$ cat src/rtl/bp_if.sv
// Lookup/update/statistics bundle between the IF/ID stages and the branch predictor.
interface bp_if #(
  parameter int PC_W   = 32,
  parameter int STAT_W = 32
);
  logic [PC_W-1:0]   lkp_pc;
  logic              lkp_hit;
  logic              lkp_taken;
  logic [PC_W-1:0]   lkp_target;
  logic              upd_valid;
  logic [PC_W-1:0]   upd_pc;
  logic              upd_taken;
  logic [PC_W-1:0]   upd_target;
  logic              upd_pred_taken;
  logic [PC_W-1:0]   upd_pred_target;
  logic              bp_clear;
  logic              upd_mispredict;
  logic [STAT_W-1:0] stat_branches;
  logic [STAT_W-1:0] stat_mispredicts;

  modport master (
    output lkp_pc, upd_valid, upd_pc, upd_taken, upd_target,
           upd_pred_taken, upd_pred_target, bp_clear,
    input  lkp_hit, lkp_taken, lkp_target, upd_mispredict,
           stat_branches, stat_mispredicts
  );

  modport slave (
    input  lkp_pc, upd_valid, upd_pc, upd_taken, upd_target,
           upd_pred_taken, upd_pred_target, bp_clear,
    output lkp_hit, lkp_taken, lkp_target, upd_mispredict,
           stat_branches, stat_mispredicts
  );
endinterface

$ cat src/rtl/riscv_branch_predictor.sv
// Direct-mapped BHT+BTB: combinational lookup for IF, single-port training from ID,
// saturating mispredict statistics.
module bp_entry #(
  parameter int TAG_W = 26,
  parameter int PC_W  = 32,
  parameter int CNT_W = 2
) (
  input  logic             clk,
  input  logic             rst_n,
  input  logic             clr_i,
  input  logic             wr_i,
  input  logic             valid_d_i,
  input  logic [TAG_W-1:0] tag_d_i,
  input  logic [PC_W-1:0]  tgt_d_i,
  input  logic [CNT_W-1:0] ctr_d_i,
  output logic             valid_o,
  output logic [TAG_W-1:0] tag_o,
  output logic [PC_W-1:0]  tgt_o,
  output logic [CNT_W-1:0] ctr_o
);
  localparam logic [CNT_W-1:0] CTR_MAX = '1;
  localparam logic [CNT_W-1:0] CTR_WNT = CTR_MAX >> 1;

  logic             valid_q;
  logic [TAG_W-1:0] tag_q;
  logic [PC_W-1:0]  tgt_q;
  logic [CNT_W-1:0] ctr_q;

  // Clear keeps tag/target; only validity and confidence are dropped.
  always_ff @(posedge clk or negedge rst_n) begin
    if (!rst_n) begin
      valid_q <= 1'b0;
      tag_q   <= '0;
      tgt_q   <= '0;
      ctr_q   <= CTR_WNT;
    end else if (clr_i) begin
      valid_q <= 1'b0;
      ctr_q   <= CTR_WNT;
    end else if (wr_i) begin
      valid_q <= valid_d_i;
      tag_q   <= tag_d_i;
      tgt_q   <= tgt_d_i;
      ctr_q   <= ctr_d_i;
    end
  end

  assign valid_o = valid_q;
  assign tag_o   = tag_q;
  assign tgt_o   = tgt_q;
  assign ctr_o   = ctr_q;
endmodule

module riscv_branch_predictor #(
  parameter int PC_W    = 32,
  parameter int ENTRIES = 16,
  parameter int CNT_W   = 2,
  parameter int STAT_W  = 32
) (
  input  logic clk,
  input  logic rst_n,
  bp_if.slave  bp
);
  localparam int IDX_W = $clog2(ENTRIES);
  localparam int TAG_W = PC_W - IDX_W - 2;
  localparam logic [CNT_W-1:0] CTR_MAX = '1;
  localparam logic [CNT_W-1:0] CTR_WT  = CTR_MAX ^ (CTR_MAX >> 1);

  logic [ENTRIES-1:0]            vld_arr;
  logic [ENTRIES-1:0][TAG_W-1:0] tag_arr;
  logic [ENTRIES-1:0][PC_W-1:0]  tgt_arr;
  logic [ENTRIES-1:0][CNT_W-1:0] ctr_arr;

  logic [IDX_W-1:0] lkp_idx, upd_idx;
  logic [TAG_W-1:0] lkp_tag, upd_tag;
  logic             lkp_hit, upd_hit, upd_we;
  logic [PC_W-1:0]  tgt_d;
  logic [CNT_W-1:0] ctr_d, upd_ctr;
  logic [STAT_W-1:0] stat_br_q, stat_mp_q;
  logic             mispredict;
  logic             unused_pc_lsb;

  assign lkp_idx = bp.lkp_pc[IDX_W+1:2];
  assign lkp_tag = bp.lkp_pc[PC_W-1:IDX_W+2];
  assign upd_idx = bp.upd_pc[IDX_W+1:2];
  assign upd_tag = bp.upd_pc[PC_W-1:IDX_W+2];
  assign unused_pc_lsb = ^{bp.lkp_pc[1:0], bp.upd_pc[1:0]};

  // Lookup reads pre-edge state; a same-cycle update is not bypassed.
  assign lkp_hit       = vld_arr[lkp_idx] && (tag_arr[lkp_idx] == lkp_tag);
  assign bp.lkp_hit    = lkp_hit;
  assign bp.lkp_taken  = lkp_hit && ctr_arr[lkp_idx][CNT_W-1];
  assign bp.lkp_target = bp.lkp_taken ? tgt_arr[lkp_idx] : bp.lkp_pc + PC_W'(4);

  assign upd_hit = vld_arr[upd_idx] && (tag_arr[upd_idx] == upd_tag);
  assign upd_ctr = ctr_arr[upd_idx];

  always_comb begin
    upd_we = 1'b0;
    ctr_d  = upd_ctr;
    tgt_d  = tgt_arr[upd_idx];
    if (bp.upd_valid && !bp.bp_clear) begin
      if (upd_hit) begin
        upd_we = 1'b1;
        if (bp.upd_taken) begin
          ctr_d = (upd_ctr == CTR_MAX) ? upd_ctr : upd_ctr + CNT_W'(1);
          tgt_d = bp.upd_target;
        end else begin
          ctr_d = (upd_ctr == '0) ? upd_ctr : upd_ctr - CNT_W'(1);
        end
      end else if (bp.upd_taken) begin
        upd_we = 1'b1;
        ctr_d  = CTR_WT;
        tgt_d  = bp.upd_target;
      end
    end
  end

  for (genvar g = 0; g < ENTRIES; g++) begin : g_ent
    bp_entry #(.TAG_W(TAG_W), .PC_W(PC_W), .CNT_W(CNT_W)) u_ent (
      .clk       (clk),
      .rst_n     (rst_n),
      .clr_i     (bp.bp_clear),
      .wr_i      (upd_we && (upd_idx == IDX_W'(g))),
      .valid_d_i (1'b1),
      .tag_d_i   (upd_tag),
      .tgt_d_i   (tgt_d),
      .ctr_d_i   (ctr_d),
      .valid_o   (vld_arr[g]),
      .tag_o     (tag_arr[g]),
      .tgt_o     (tgt_arr[g]),
      .ctr_o     (ctr_arr[g])
    );
  end

  assign mispredict = bp.upd_valid &&
                      ((bp.upd_taken != bp.upd_pred_taken) ||
                       (bp.upd_taken && (bp.upd_target != bp.upd_pred_target)));
  assign bp.upd_mispredict = mispredict;

  // Statistics still count updates that a concurrent clear discards.
  always_ff @(posedge clk or negedge rst_n) begin
    if (!rst_n) begin
      stat_br_q <= '0;
      stat_mp_q <= '0;
    end else begin
      if (bp.upd_valid && (stat_br_q != '1)) stat_br_q <= stat_br_q + STAT_W'(1);
      if (mispredict && (stat_mp_q != '1))   stat_mp_q <= stat_mp_q + STAT_W'(1);
    end
  end

  assign bp.stat_branches    = stat_br_q;
  assign bp.stat_mispredicts = stat_mp_q;
endmodule

$ cat src/flat_wrapper.sv
// flat-port wrapper written by rule: the top's interface ports become plain ports
module riscv_branch_predictor_flat 
#(
  parameter int PC_W    = 32,
  parameter int ENTRIES = 16,
  parameter int CNT_W   = 2,
  parameter int STAT_W  = 32
)
  (clk, rst_n, bp_lkp_pc, bp_upd_valid, bp_upd_pc, bp_upd_taken, bp_upd_target, bp_upd_pred_taken, bp_upd_pred_target, bp_bp_clear, bp_lkp_hit, bp_lkp_taken, bp_lkp_target, bp_upd_mispredict, bp_stat_branches, bp_stat_mispredicts);
  bp_if #(.PC_W(PC_W), .STAT_W(STAT_W)) bp_i ();
  input  logic clk;
  input  logic rst_n;
  input wire logic [$bits(bp_i.lkp_pc)-1:0] bp_lkp_pc;
  input wire logic [$bits(bp_i.upd_valid)-1:0] bp_upd_valid;
  input wire logic [$bits(bp_i.upd_pc)-1:0] bp_upd_pc;
  input wire logic [$bits(bp_i.upd_taken)-1:0] bp_upd_taken;
  input wire logic [$bits(bp_i.upd_target)-1:0] bp_upd_target;
  input wire logic [$bits(bp_i.upd_pred_taken)-1:0] bp_upd_pred_taken;
  input wire logic [$bits(bp_i.upd_pred_target)-1:0] bp_upd_pred_target;
  input wire logic [$bits(bp_i.bp_clear)-1:0] bp_bp_clear;
  output wire logic [$bits(bp_i.lkp_hit)-1:0] bp_lkp_hit;
  output wire logic [$bits(bp_i.lkp_taken)-1:0] bp_lkp_taken;
  output wire logic [$bits(bp_i.lkp_target)-1:0] bp_lkp_target;
  output wire logic [$bits(bp_i.upd_mispredict)-1:0] bp_upd_mispredict;
  output wire logic [$bits(bp_i.stat_branches)-1:0] bp_stat_branches;
  output wire logic [$bits(bp_i.stat_mispredicts)-1:0] bp_stat_mispredicts;
  assign bp_i.lkp_pc = bp_lkp_pc;
  assign bp_i.upd_valid = bp_upd_valid;
  assign bp_i.upd_pc = bp_upd_pc;
  assign bp_i.upd_taken = bp_upd_taken;
  assign bp_i.upd_target = bp_upd_target;
  assign bp_i.upd_pred_taken = bp_upd_pred_taken;
  assign bp_i.upd_pred_target = bp_upd_pred_target;
  assign bp_i.bp_clear = bp_bp_clear;
  assign bp_lkp_hit = bp_i.lkp_hit;
  assign bp_lkp_taken = bp_i.lkp_taken;
  assign bp_lkp_target = bp_i.lkp_target;
  assign bp_upd_mispredict = bp_i.upd_mispredict;
  assign bp_stat_branches = bp_i.stat_branches;
  assign bp_stat_mispredicts = bp_i.stat_mispredicts;
  riscv_branch_predictor #(.PC_W(PC_W), .ENTRIES(ENTRIES), .CNT_W(CNT_W), .STAT_W(STAT_W)) u_core (.clk(clk), .rst_n(rst_n), .bp(bp_i));
endmodule
$ cat config.mk
export PLATFORM = sky130hd
export DESIGN_NAME = riscv_branch_predictor_flat
export DESIGN_NICKNAME = d
export VERILOG_FILES = /design/src/rtl/bp_if.sv /design/src/rtl/riscv_branch_predictor.sv /design/src/flat_wrapper.sv
export SDC_FILE = /design/constraint.sdc
export NUM_CORES = 2
export LEC_CHECK = 0
export ABC_AREA = 0
export BUFFER_PORTS_ARGS = -buffer_cell sky130_fd_sc_hd__clkbuf_2
export CORE_UTILIZATION = 60
export DETAILED_ROUTE_END_ITERATION = 10
export GPL_TIMING_DRIVEN = 0
export HOLD_SLACK_MARGIN = 0.03
export PLACE_DENSITY = 0.79
export SLEW_MARGIN = 10
export SYNTH_ARGS = -nofsm -noshare
export SYNTH_HDL_FRONTEND = slang
export SYNTH_HIERARCHICAL = 1
export SYNTH_SLANG_ARGS = --single-unit
$ cat constraint.sdc
create_clock -name clk -period 5.3 [get_ports clk]
set_input_delay 0.265 -clock clk [delete_from_list [all_inputs] [get_ports clk]]
set_output_delay 0.265 -clock clk [all_outputs]
set_load 0.01 [all_outputs]
# Word-level counts from Yosys, hierarchy flattened
# Cells that the tools add are included.
dict set report totals {
  register_bits 1040
  latch_bits 0
  mem_bits_rw 0
  romBits 0
  in_bits 134
  output_inout_bits 99
  word_cells 248
  n_memories 0
}
dict set report op_classes {
  n_addsub 5
  mul 0
  div 0
  order_cmp 2
  eq_ne 22
  shift 0
  muxes 92
  bitwise 1
  reduce_logical 60
}
# cell count
set op_table {}
lappend op_table {{32-bit binary-select mux with 4-bit select} 2}
lappend op_table {{26-bit binary-select mux with 4-bit select} 2}
lappend op_table {{32-bit two-way mux} 5}
lappend op_table {{2-bit two-way mux} 40}
lappend op_table {{32-bit by 1-bit adder with 32-bit output, second input constant} 2}
lappend op_table {{32-bit != test, second input constant} 2}
lappend op_table {{26-bit == test} 2}
lappend op_table {{26-bit two-way mux} 2}
lappend op_table {{1-bit two-way mux} 37}
lappend op_table {{32-bit by 3-bit adder with 32-bit output, second input constant} 1}
lappend op_table {{4-bit == test, second input constant} 8}
lappend op_table {{32-bit != test} 1}
lappend op_table {{2-bit AND reduction} 16}
lappend op_table {{2-bit nonzero test} 16}
lappend op_table {{1-bit logical AND} 24}
lappend op_table {{2-bit binary-select mux with 4-bit select} 2}
lappend op_table {{4-bit by 3-bit == test with 1-bit output, second input constant} 4}
lappend op_table {{4-bit by 5-bit < comparator with 1-bit output, second input constant} 2}
lappend op_table {{1-bit binary-select mux with 4-bit select} 2}
lappend op_table {{4-bit by 2-bit == test with 1-bit output, second input constant} 2}
lappend op_table {{4-bit by 1-bit == test with 1-bit output, second input constant} 1}
lappend op_table {{4-bit logical NOT} 1}
lappend op_table {{2-bit by 1-bit adder with 2-bit output, second input constant} 1}
lappend op_table {{2-bit == test, second input constant} 1}
lappend op_table {{other kinds (6)} 6}

# Longest topological paths before layout
dict set report logic_depth {
  word_depth 9
  depth_mapped 17
  depth_no_buf 10
}

# Hierarchy
# The synthesis kept the hierarchy.
# module n_inst cells_each area_each_um2 seq_area_each_um2
set by_module_without_submodules {}
lappend by_module_without_submodules {bp_entry 16 132 2382.3 1527.7}
lappend by_module_without_submodules {riscv_branch_predictor 1 1704 21209.1 1601.5}

# Worst setup path before layout
# Ideal clock, no wire load.
dict set report synth_timing {
  kind {input-to-reg}
  from {input bp_upd_pc[2]}
  to {register u_core.g_ent[8].u_ent.tag_q[19]}
  setup_ns 0.127
  arrival_time_ns 3.941
  required_time_ns 5.173
  setup_slack_ns 1.232
  path_stages 14
  n_path_buf 5
  cell_sequence {buf_4 buf_4 mux4_2 a22o_1 a222oi_1 o2111ai_1 nor4_1 a21boi_1 buf_2 nor3_1 nor2b_4 buf_8 buf_12 mux2_1}
}
dict set report synth_between {
  elab_chain_cells 8
  elab_cells_between_ends 11
  cone_classes {eq/ne (2); mux (6); reduce/logical (3)}
}
# item line
set synth_lines {}
lappend synth_lines {{start, declared} flat_wrapper.sv:15} ;# input wire logic [$bits(bp_i.upd_pc)-1:0] bp_upd_pc;
lappend synth_lines {{26-bit binary-select mux with 4-bit select} riscv_branch_predictor.sv:94} ;# assign upd_hit = vld_arr[upd_idx] && (tag_arr[upd_idx] == upd_tag);
lappend synth_lines {{26-bit two-way mux (implied by the code)} riscv_branch_predictor.sv:94}
lappend synth_lines {{26-bit == test} riscv_branch_predictor.sv:94}
lappend synth_lines {{1-bit logical AND} riscv_branch_predictor.sv:94}
lappend synth_lines {{1-bit two-way mux} riscv_branch_predictor.sv:102} ;# if (upd_hit) begin
lappend synth_lines {{1-bit two-way mux} riscv_branch_predictor.sv:101} ;# if (bp.upd_valid && !bp.bp_clear) begin
lappend synth_lines {{1-bit logical AND (*)} riscv_branch_predictor.sv:123} ;# .wr_i (upd_we && (upd_idx == IDX_W'(g))),
lappend synth_lines {{2-bit AND reduction (no line) (*)} --}
lappend synth_lines {{end signal, assigned} riscv_branch_predictor.sv:41} ;# tag_q <= tag_d_i;
lappend synth_lines {{end, declared} riscv_branch_predictor.sv:25} ;# logic [TAG_W-1:0] tag_q;
# Every way passes the cells marked *; elsewhere a longest branch is shown, timed or not. The select of a mux whose other input is x is not followed.
# A chain may end at the register's enable or synchronous reset.

# Final worst setup path
dict set report layout_timing {
  from {input bp_upd_pc[2]}
  to {register u_core.g_ent[5].u_ent.tag_q[8]}
}
dict set report layout_between {
  elab_chain_cells 8
  elab_cells_between_ends 11
  cone_classes {eq/ne (2); mux (6); reduce/logical (3)}
}
# item line
set layout_lines {}
lappend layout_lines {{26-bit binary-select mux with 4-bit select} riscv_branch_predictor.sv:94}
lappend layout_lines {{26-bit two-way mux (implied by the code)} riscv_branch_predictor.sv:94}
lappend layout_lines {{26-bit == test} riscv_branch_predictor.sv:94}
lappend layout_lines {{1-bit logical AND} riscv_branch_predictor.sv:94}
lappend layout_lines {{1-bit two-way mux} riscv_branch_predictor.sv:102}
lappend layout_lines {{1-bit two-way mux} riscv_branch_predictor.sv:101}
lappend layout_lines {{1-bit logical AND (*)} riscv_branch_predictor.sv:123}
lappend layout_lines {{2-bit AND reduction (no line) (*)} --}
lappend layout_lines {{end signal, assigned} riscv_branch_predictor.sv:41}
lappend layout_lines {{end, declared} riscv_branch_predictor.sv:25}
# Marked as above.

==> results.yml <==
synth:
  synth-seq-cells: 1040
  yosysTopAreaCell: "dfrtp_1"
  synth_area_sq_um: 59300
  synth_top_flop_cell: "dfrtp_1"
  synthArstFlopShare_pct: 100
  synthDominantCellAreaShare_pct: 43.2
  syn_avg_cell_area_sq_um: 15.5
  yosysWarningCount: 6
  synthMostInstantiatedCell: "dfrtp_1"
  yosysUniqueCellTypes: 81
  synth_seq_area_share_pct: 43.9
  netlist_instances: 3816
  synth_commonest_cells: "dfrtp_1, mux2_2, mux4_2"
  synth-edff-count: 0
  synthTopCellsByArea: "dfrtp_1, mux4_2, mux2_2, mux2_4, mux2i_1"
sta:
  fin_crit_sh_pct: 104
  fin_ws_ps: -236
  setup_violations: 355
  slew_viol_final: 0
  relSlewSlack_pct: 5.34
  tns_ps: -29440
  rsz0062_at_grt: "no"
  fmax_mhz: 181
  clock_skew_ps: 56.6
  period_needed_ps: 5540
  hold_viol: 0
  worst-slew-pin-transition_ps: 1420
  fin_hold_ws_ps: 75.2
clock_network:
  cts_tree: "done"
  insertion_delay_ps: 730
  ctsHtreeMaxLevel: 3
  cts-buffers-inserted: 112
  clockBufferDepth: 3
  path_clk_slew_ps: 60
  cts_sinks: 1040
  cts-root-buf: "clkbuf_16"
worst_setup_path:
  path_cells: "buf_4 -> buf_2 -> inv_2 -> buf_4 -> mux2i_1 -> xnor2_1 -> nor4_2 -> o221ai_1 -> nor4_4 -> a21boi_1 -> buf_2 -> nor3_2 -> nor2b_4 -> buf_8 -> buf_12 -> mux2_1"
  crit_path_max_fanout: 10
  endpoint_kind: "flip-flop"
  crit_slowest_cell: "nor4_4"
  max_stage_delay_ps: 560
  critPathLaunch: "bp_upd_pc[2]"
  cp_top_family: "buffers and inverters"
  start_kind: "input port"
  path_class: "in2reg"
  r2r-start: "u_core/g_ent[10].u_ent/tag_o[24]$_DFFE_PN0P_"
  crit_buf_inv: 7
  cp.required_ps: 5910
  arrival_ps: 6150
pwr:
  total_power_mw: 20.0
  power.leakage_nw: 30.2
  ir_drop_mv: 0.300
  p_per_area_nw_per_um2: 299
outcome:
  failed_checks: "negative setup slack"
  status: "finished with violations"
floorplan:
  core_sq_um: 97300
  die_area_sq_um: 100000
  placementRows: 114
  io_pins: 233
  die_h_um: 316
  initial_core_util_pct: 61.0
  fp.dieW_um: 316
min_path:
  min_path_type: "in2reg"
  worstHoldStart: "bp_upd_pc[26]"
grt:
  first_global_vias: 40600
  antenna_found_initial: 11
  grt-ovfl-total: 0
  grt_pass1_wl_um: 288000
  grt.total_usage_pct: 40.6
  grt_max_degree: 107
routing:
  ant_nets: 0
  wirelength_um: 201000
  first_pass_iters: 8
  vias: 40200
  viasPerCell: 7.23
  remaining_drc_errors: 0
  drt_iter0_drc: 5460
  routedWlPerCell_um: 36.2
place:
  dp_hpwl_um: 139000
  gp_congestion: 1.06
  dp_cells: 5334
  numPortBuffers: 214
layout:
  instances_no_fill: 5554
  drive_above_1_share_pct: 51.4
  syn2layout_area_growth_pct: 12.6
  nets: 4314
run:
  cap_violations: 0
==> layout make-up <==
class,count,area [sq um]
clock buffers,148,3210
multi-input cells,2478,31200
fillers,6536,30500
inverters,35,131
repair buffers,232,1500
flip-flops and latches,1040,26000
plain buffers,278,2180
clock inverters,63,851
well taps,1276,1600
diodes,4,10.0
==> what timing repair did <==
item                        CTS  global route
setup endpoints to repair  1008           290
setup buffers                 2             0
resized for setup            37            28
pin swaps                     1             0
hold buffers                  3             0
hold endpoints to repair    113             0
==> worst paths after layout <==
path                                                                    end  slack (ps)  depth (start not counted)
worst max-delay path             u_core/g_ent[5].u_ent/tag_o[8]$_DFFE_PN0P_        -240                         16
worst min-delay path            u_core/g_ent[2].u_ent/tag_o[20]$_DFFE_PN0P_          80                          2
worst max register to register   u_core/g_ent[5].u_ent/tag_o[8]$_DFFE_PN0P_         -30                         13
worst min register to register    u_core/bp.stat_mispredicts[8]$_DFFE_PN0P_         500                          1
max in group asynchronous       u_core/g_ent[13].u_ent/tgt_o[1]$_DFFE_PN0P_        2540                          8
min in group asynchronous           u_core/bp.stat_branches[27]$_DFFE_PN0P_         160                          3
==> cells by family after synthesis <==
group                      count (synthesis)  share of synthesized area, %
other                                      1                       0.00632
AOI/OAI and AO/OA                        135                          1.76
buffers and inverters                    313                          3.80
adders and majority gates                  4                        0.0802
xor gates and xnor gates                 204                          3.01
and+or+nand+nor                          414                          3.91
DFF                                     1040                          43.9
muxes                                   1705                          43.5
==> worst reg2reg max path: stages (launching register included) <==
cell      delay (ps)
dfrtp_1          390
mux4_2           480
mux2i_1          410
xnor2_1          160
nor4_2           470
o221ai_1         320
nor4_4           560
a21boi_1         360
buf_2            350
nor3_2           480
nor2b_4          420
buf_8            240
buf_12           210
mux2_1           350
==> cell usage in the layout (no fill, tap or decap), drive strengths merged, types with 13 or more instances in the layout <==
cell and n:
and3 17, dfrtp 1024, nor4 38, clkinv 33, bufinv 18, nor2 76
conb 16, a211o 17, nor2b 46, nand2 67, buf 221, inv 38
mux2 1036, mux2i 161, nor3 47, nand2b 13, nand4 28, xnor2 117
nand3 41, mux4 508, o22ai 17, clkbuf 432, dfstp 16, xor2 87
==> sequential cells by signal (all words and copies together), names as in the netlist <==
| register | flops |
|---|---|
| u_core/g_ent.u_ent/tag_o | 416 |
| u_core/bp.stat_mispredicts | 32 |
| u_core/g_ent.u_ent/ctr_o | 32 |
| u_core/g_ent.u_ent/valid_o | 16 |
| u_core/bp.stat_branches | 32 |
| u_core/g_ent.u_ent/tgt_o | 512 |
==> per-layer routing <==
metal	global-route usage [%]	share of wire, %	up-vias	wire length [um]
met5	0.947	0.087	-	174
met4	24.9	7.0	8	14200
met3	12.6	12	718	23800
met2	60.2	45	2856	90100
met1	52.6	36	21200	72600
li1	-	-	15400	-
==> per-stage QoR <==
step	setup slack (ps)	instance area [sq um]	utilization, %
final	-236	66800	68.6
after global placement	-21600	62000	63.8
after CTS	47.7	66700	68.6
after global routing	2.45	66800	68.6
after floorplan	1230	59400	-
after detailed placement	-2030	62400	64.2
==> report_power, final <==
| part | internal, mW | switching, mW | leakage [nW] | total [mW] |
|---|---|---|---|---|
| Sequential | 8.32 | 0.363 | 14.2 | 8.68 |
| Clock | 5.15 | 3.44 | 2.00 | 8.59 |
| Combinational | 1.16 | 1.52 | 13.9 | 2.68 |
(Power assumes the default switching activity.)
